`config.mk`:
```
export PLATFORM = sky130hd
export DESIGN_NAME = uart_tx_ctrl
export DESIGN_NICKNAME = d
export VERILOG_FILES = /design/src/rtl/uart_tx_ctrl_pkg.sv /design/src/rtl/uart_tx_ctrl_sync_fifo.sv /design/src/rtl/uart_tx_ctrl.sv
export SDC_FILE = /design/constraint.sdc
export NUM_CORES = 1
export LEC_CHECK = 0
export ABC_CLOCK_PERIOD_IN_PS = 4200
export BUFFER_PORTS_ARGS = -buffer_cell sky130_fd_sc_hd__buf_2
export CAP_MARGIN = 40
export CELL_PAD_IN_SITES_DETAIL_PLACEMENT = 1
export CELL_PAD_IN_SITES_GLOBAL_PLACEMENT = 1
export CORE_MARGIN = 2
export CORE_UTILIZATION = 55
export CTS_CLUSTER_DIAMETER = 80
export DETAILED_ROUTE_END_ITERATION = 8
export GPL_ROUTABILITY_DRIVEN = 0
export PLACE_DENSITY_LB_ADDON = 0.1
export SETUP_SLACK_MARGIN = 0.4
export SYNTH_ARGS = -nofsm -noshare
export SYNTH_HDL_FRONTEND = slang
export SYNTH_SLANG_ARGS = --single-unit
```
`constraint.sdc`:
```
create_clock -name clk -period 4.2 [get_ports clk]
set_input_delay 0.21 -clock clk [delete_from_list [all_inputs] [get_ports clk]]
set_output_delay 0.21 -clock clk [all_outputs]
set_load 0.01 [all_outputs]
```
`src/rtl/uart_tx_ctrl_pkg.sv`:
```
// Shared definitions for the UART transmit controller:
// register map, STATUS/CTRL bit positions and sequencer states.
package uart_tx_ctrl_pkg;

   localparam logic [1:0] ADDR_DATA   = 2'd0;
   localparam logic [1:0] ADDR_STATUS = 2'd1;
   localparam logic [1:0] ADDR_CTRL   = 2'd2;
   localparam logic [1:0] ADDR_RSVD   = 2'd3;

   localparam int ST_EMPTY   = 0;
   localparam int ST_FULL    = 1;
   localparam int ST_BUSY    = 2;
   localparam int ST_OVF     = 3;
   localparam int ST_CNT_LSB = 8;

   localparam int CT_EN      = 0;
   localparam int CT_FLUSH   = 1;
   localparam int CT_OVF_CLR = 2;

   typedef enum logic [1:0] {
      S_IDLE    = 2'd0,
      S_ACK     = 2'd1,
      S_SENDING = 2'd2
   } tx_state_e;

   function automatic logic [15:0] pack_status(
      input logic [7:0] cnt,
      input logic       ovf,
      input logic       busy,
      input logic       full,
      input logic       empty
   );
      logic [15:0] s;
      s = '0;
      s[ST_CNT_LSB +: 8] = cnt;
      s[ST_OVF]          = ovf;
      s[ST_BUSY]         = busy;
      s[ST_FULL]         = full;
      s[ST_EMPTY]        = empty;
      return s;
   endfunction

endpackage

```
`src/rtl/uart_tx_ctrl_sync_fifo.sv`:
```
// Single-clock show-ahead FIFO with push/pop/flush and occupancy count.
// Flush drops queued entries; a push in the same cycle lands after it.
module uart_tx_ctrl_sync_fifo #(
   parameter int WIDTH = 8,
   parameter int DEPTH = 32
) (
   input  logic                     clk,
   input  logic                     rst,
   input  logic                     push,
   input  logic [WIDTH-1:0]         push_data,
   input  logic                     pop,
   input  logic                     flush,
   output logic [WIDTH-1:0]         head,
   output logic                     full,
   output logic                     empty,
   output logic [$clog2(DEPTH):0]   count
);

   localparam int AW = $clog2(DEPTH);
   localparam int CW = AW + 1;

   logic [WIDTH-1:0] mem [DEPTH];
   logic [AW-1:0]    rd_ptr;
   logic [AW-1:0]    wr_ptr;
   logic [CW-1:0]    cnt;
   logic             do_pop;
   logic             do_push;

   assign empty   = (cnt == '0);
   assign full    = (cnt == CW'(DEPTH));
   assign count   = cnt;
   assign head    = mem[rd_ptr];
   assign do_pop  = pop && !empty;
   // A pop or a flush in the same cycle frees room for the push.
   assign do_push = push && (!full || do_pop || flush);

   always_ff @(posedge clk) begin
      if (rst) begin
         rd_ptr <= '0;
         wr_ptr <= '0;
         cnt    <= '0;
      end else begin
         if (do_push) begin
            wr_ptr <= wr_ptr + AW'(1);
         end
         if (flush) begin
            rd_ptr <= wr_ptr;
            cnt    <= CW'(do_push);
         end else begin
            if (do_pop) begin
               rd_ptr <= rd_ptr + AW'(1);
            end
            cnt <= cnt + CW'(do_push) - CW'(do_pop);
         end
      end
   end

   always_ff @(posedge clk) begin
      if (do_push) begin
         mem[wr_ptr] <= push_data;
      end
   end

endmodule

```
`src/rtl/uart_tx_ctrl.sv`:
```
// MMIO front end for uart_tx: register decode, byte FIFO and
// a start/ready sequencer that hands bytes over one at a time.
module uart_tx_ctrl
   import uart_tx_ctrl_pkg::*;
#(
   parameter int WORD_LEN    = 32,
   parameter int DEPTH       = 32,
   parameter int ACK_TIMEOUT = 16
) (
   input  logic                clk,
   input  logic                rst,
   input  logic                mmio_wen,
   input  logic                mmio_ren,
   input  logic [1:0]          mmio_addr,
   input  logic [WORD_LEN-1:0] mmio_wdata,
   output logic [WORD_LEN-1:0] mmio_rdata,
   output logic                tx_start,
   output logic [7:0]          tx_data,
   input  logic                tx_ready,
   output logic                tx_empty
);

   localparam int CW = $clog2(DEPTH) + 1;
   localparam int TW = $clog2(ACK_TIMEOUT) + 1;

   tx_state_e     state;
   logic [TW-1:0] timer;
   logic          enable;
   logic          overflow;

   logic          wr_data;
   logic          wr_ctrl;
   logic          flush;
   logic          pop;
   logic [7:0]    head;
   logic          full;
   logic          empty;
   logic [CW-1:0] count;
   logic          busy;
   logic [15:0]   status;
   logic          unused_wdata;

   assign wr_data = mmio_wen && (mmio_addr == ADDR_DATA);
   assign wr_ctrl = mmio_wen && (mmio_addr == ADDR_CTRL);
   assign flush   = wr_ctrl && mmio_wdata[CT_FLUSH];
   assign busy    = (state != S_IDLE);
   assign pop     = !busy && enable && !empty && tx_ready;

   assign tx_empty     = empty && !busy;
   assign status       = pack_status(8'(count), overflow, busy,
                                     full, empty);
   assign unused_wdata = ^mmio_wdata[WORD_LEN-1:8];

   uart_tx_ctrl_sync_fifo #(
      .WIDTH (8),
      .DEPTH (DEPTH)
   ) u_fifo (
      .clk       (clk),
      .rst       (rst),
      .push      (wr_data),
      .push_data (mmio_wdata[7:0]),
      .pop       (pop),
      .flush     (flush),
      .head      (head),
      .full      (full),
      .empty     (empty),
      .count     (count)
   );

   always_ff @(posedge clk) begin
      if (rst) begin
         enable   <= 1'b1;
         overflow <= 1'b0;
      end else begin
         if (wr_ctrl) begin
            enable <= mmio_wdata[CT_EN];
         end
         if (wr_ctrl && mmio_wdata[CT_OVF_CLR]) begin
            overflow <= 1'b0;
         end else if (wr_data && full && !pop) begin
            overflow <= 1'b1;
         end
      end
   end

   // Reads return pre-write state when a write hits the same edge.
   always_ff @(posedge clk) begin
      if (rst) begin
         mmio_rdata <= '0;
      end else if (mmio_ren) begin
         case (mmio_addr)
            ADDR_STATUS: mmio_rdata <= WORD_LEN'(status);
            ADDR_CTRL:   mmio_rdata <= WORD_LEN'(enable);
            default:     mmio_rdata <= '0;
         endcase
      end else begin
         mmio_rdata <= '0;
      end
   end

   always_ff @(posedge clk) begin
      if (rst) begin
         state    <= S_IDLE;
         tx_start <= 1'b0;
         tx_data  <= '0;
         timer    <= '0;
      end else begin
         unique case (state)
            S_IDLE: begin
               tx_start <= 1'b0;
               if (pop) begin
                  tx_data  <= head;
                  tx_start <= 1'b1;
                  timer    <= '0;
                  state    <= S_ACK;
               end
            end
            S_ACK: begin
               tx_start <= 1'b0;
               if (!tx_ready) begin
                  state <= S_SENDING;
               end else if (timer == TW'(ACK_TIMEOUT - 1)) begin
                  state <= S_IDLE;
               end else begin
                  timer <= timer + TW'(1);
               end
            end
            S_SENDING: begin
               tx_start <= 1'b0;
               if (tx_ready) begin
                  state <= S_IDLE;
               end
            end
            default: begin
               tx_start <= 1'b0;
               state    <= S_IDLE;
            end
         endcase
      end
   end

endmodule

```
==> metrics.csv <==
metric,value,unit
Mapped Avg Cell Area,16.66,sq um
top_reg_cell synth,edfxtp_1,
vias per cell,6.065,
leak pwr,4.490,nW
initial drt markers,387,
fmax,0.3093,GHz
"Arr. time, crit path",3.40,ns
hold depth,2,
Clock Tree Buf Depth,3,
Syn Inst Count,730,
Worst Reg2Reg Path Length in Cells,7,
Critical Path Start,u_fifo.count[3],
WS Path Type,register to register,
drt wl/cell,25.69,um
Max-slew headroom,0.4001,
"FFs w/ async S/R, synth",0,
hold_sp,rst,
Area Growth Syn to Fin,11.66,%
n_diodes,0,
Max-Cap Viols,0,
CTS tree,done,
setup TNS,0,ns
Clock transition at path regs,0.06,ns
pin count of the biggest net entering global routing,46,
DP Wirelength,16910,um
Synth Warn #,0,
largest fanout on the critical path,8,
count of buffers from port buffering,34,
Die Span X,152.7,um
clk_lat worst skew,0.55,ns
worst hold path type,input port to register,
sequential area share after synthesis,0.7046,
switching share of power,0.2470,
synthesized flop and latch total,300,
vias in the first global route,7187,
clk_skew,0.01317,ns
Placed Area,12540,sq um
reg2reg start,u_fifo.count[3],
status,"complete, no violations",
P per Cell Area,524.9,nW/um^2
Worst EP required,4.37,ns
Pre-Repair DR Iteration Count,5,
synth unique cells,56,
Post-synth EDFFs,256,
die area,23320,sq um
Final Setup Violations,0,
crit path time final,3.233,ns
Max Transition Viols Final,0,
CTS Buf Count,31,
Worst setup EP type,register,
H-tree levels,1,
sequential power share,0.479,
Worst Tran Pin Value,0.8966,ns
post-cts sizing count,0,
Clock Sinks,300,
share of cells above drive strength 1,0.1935,
Int Pwr,5.367,mW
Die Y,152.7,um
clock network power share,0.379,
maximum VDD drop,363.1,uV
Initial Utilization,0.5589,
Pwr Total,7.127,mW
final hold vios,0,
WL final,27640,um
global-route wire length before repair,42720,um
core area,21760,sq um
Switch Pwr,1.761,mW
top-level port count,81,
initial antenna violation count,0,
Final Cell Area,13580,sq um
Congestion Overflow GR,0,
Gate power share,0.142,
row count,54,
Final period util,0.7697,
Final nets,831,
Remaining DRCs,0,
DR vias,6526,
Mapped Area,12160,sq um
RSZ-0062 raised after global routing,no,
antenna-violating nets left,0,
Worst setup SP type,register,
Total GRT Usage,0.2416,
root buffer cell,clkbuf_16,
logic make-up after synthesis:
| family | after synthesis | synth area share |
|---|---|---|
| fa+ha+maj | 20 | 0.02120 |
| other cells | 1 | 0.0003084 |
| simple gates | 151 | 0.06523 |
| flops | 300 | 0.7046 |
| mux | 97 | 0.1229 |
| xor+xnor | 13 | 0.009363 |
| compound gates | 71 | 0.04321 |
| buf+inv | 77 | 0.03323 |
per-layer routing:
metal | up-vias | share of wire | GRT usage
met1 | 3379 | 0.41 | 0.3195
met5 | - | 0 | 0
met4 | 0 | 0.023 | 0.07187
met2 | 210 | 0.51 | 0.4166
met3 | 51 | 0.054 | 0.04010
li1 | 2886 | - | -
flip-flops by register name (all words and copies together) (netlist names), 2 cells and up:
| signal | cells |
|---|---|
| mmio_rdata | 10 |
| state | 2 |
| timer | 5 |
| tx_data | 8 |
| u_fifo.count | 6 |
| u_fifo.mem | 256 |
| u_fifo.rd_ptr | 5 |
| u_fifo.wr_ptr | 5 |
stage by stage:
stage          std cells  utilization  setup WS, ns  hold WS [ns]
2_1_floorplan        751            -         1.441        0.2874
3_3_place_gp        1014       0.5750         1.098        0.4404
3_5_place_dp        1016       0.5765        0.9363        0.4543
4_1_cts             1076       0.6241        0.9474        0.1186
5_1_grt             1076       0.6241        0.7189        0.1504
6_report            1076       0.6241        0.9671        0.1292
critical path: stages (launching register included):
cell and delay (ns):
dfxtp_1 0.37, inv_1 0.08, ha_1 0.20, and4bb_4 0.23
o311ai_1 0.43, and2_1 0.36, nand2_1 0.39, nor2_1 0.79
layout by cell type, fill, tap and decap left out, types with 10 or more instances in the layout:
master,instances
nand3b_1,10
dfxtp_1,41
conb_1,22
buf_2,35
edfxtp_1,256
a211oi_1,11
nor2_1,49
ha_1,19
mux2i_1,48
nand3_1,15
inv_1,15
clkbuf_16,32
nand2_1,29
a311oi_1,10
mux4_2,41
timing repair:
action	CTS	global route
hold endpoints to repair	4	0
hold buffers	3	0
setup buffers	0	0
power groups by stage:
stage / clock network [mW] / registers, mW / logic, mW
after global routing: 2.84 / 3.43 / 1.11
after floorplan: 0 / 3.41 / 0.782
after detailed placement: 0 / 3.48 / 1.01
final: 2.70 / 3.42 / 1.01
after global placement: 0 / 3.51 / 0.930
after CTS: 2.74 / 3.42 / 1.02
layout make-up:
| class | count | area [sq um] |
|---|---|---|
| well taps | 280 | 350.3 |
| multi-input cells | 374 | 3267 |
| fillers | 1911 | 8178 |
| clock inverters | 18 | 158.9 |
| clock buffers | 39 | 847.1 |
| repair buffers | 49 | 320.3 |
| inverters | 16 | 60.06 |
| flip-flops and latches | 300 | 8574 |
Yosys cell counts, drive strengths merged (3+ instances only):
| library cell | instances | area [sq um] |
|---|---|---|
| inv | 16 | 60.05 |
| dfxtp | 44 | 880.8 |
| nand4 | 3 | 18.77 |
| a22oi | 7 | 52.55 |
| a22o | 9 | 78.83 |
| ha | 19 | 237.7 |
| or3b | 3 | 26.28 |
| o211ai | 7 | 52.55 |
| nor2 | 49 | 183.9 |
| and3 | 6 | 37.54 |
| xor2 | 7 | 61.31 |
| xnor2 | 6 | 52.55 |
| a21oi | 9 | 45.04 |
| mux4 | 41 | 923.4 |
| o22ai | 8 | 50.05 |
| a311oi | 10 | 87.58 |
| mux2i | 48 | 480.5 |
| nand3b | 10 | 75.07 |
| nor3 | 7 | 35.03 |
| buf | 44 | 280.3 |
| edfxtp | 256 | 7687 |
| mux2 | 8 | 90.09 |
| nand2 | 29 | 108.9 |
| clkbuf | 17 | 63.81 |
| nand3 | 15 | 75.07 |
| a211oi | 12 | 95.09 |
| and2 | 10 | 62.56 |
final timing paths:
path / to / slack [ns]
setup / recovery: u_fifo.mem[2][0] / 0.97
hold / removal: u_fifo.wr_ptr[0] / 0.13
setup reg to reg: u_fifo.mem[2][0] / 0.97
hold reg to reg: mmio_rdata[12] / 0.47
(Power assumes the default switching activity.)
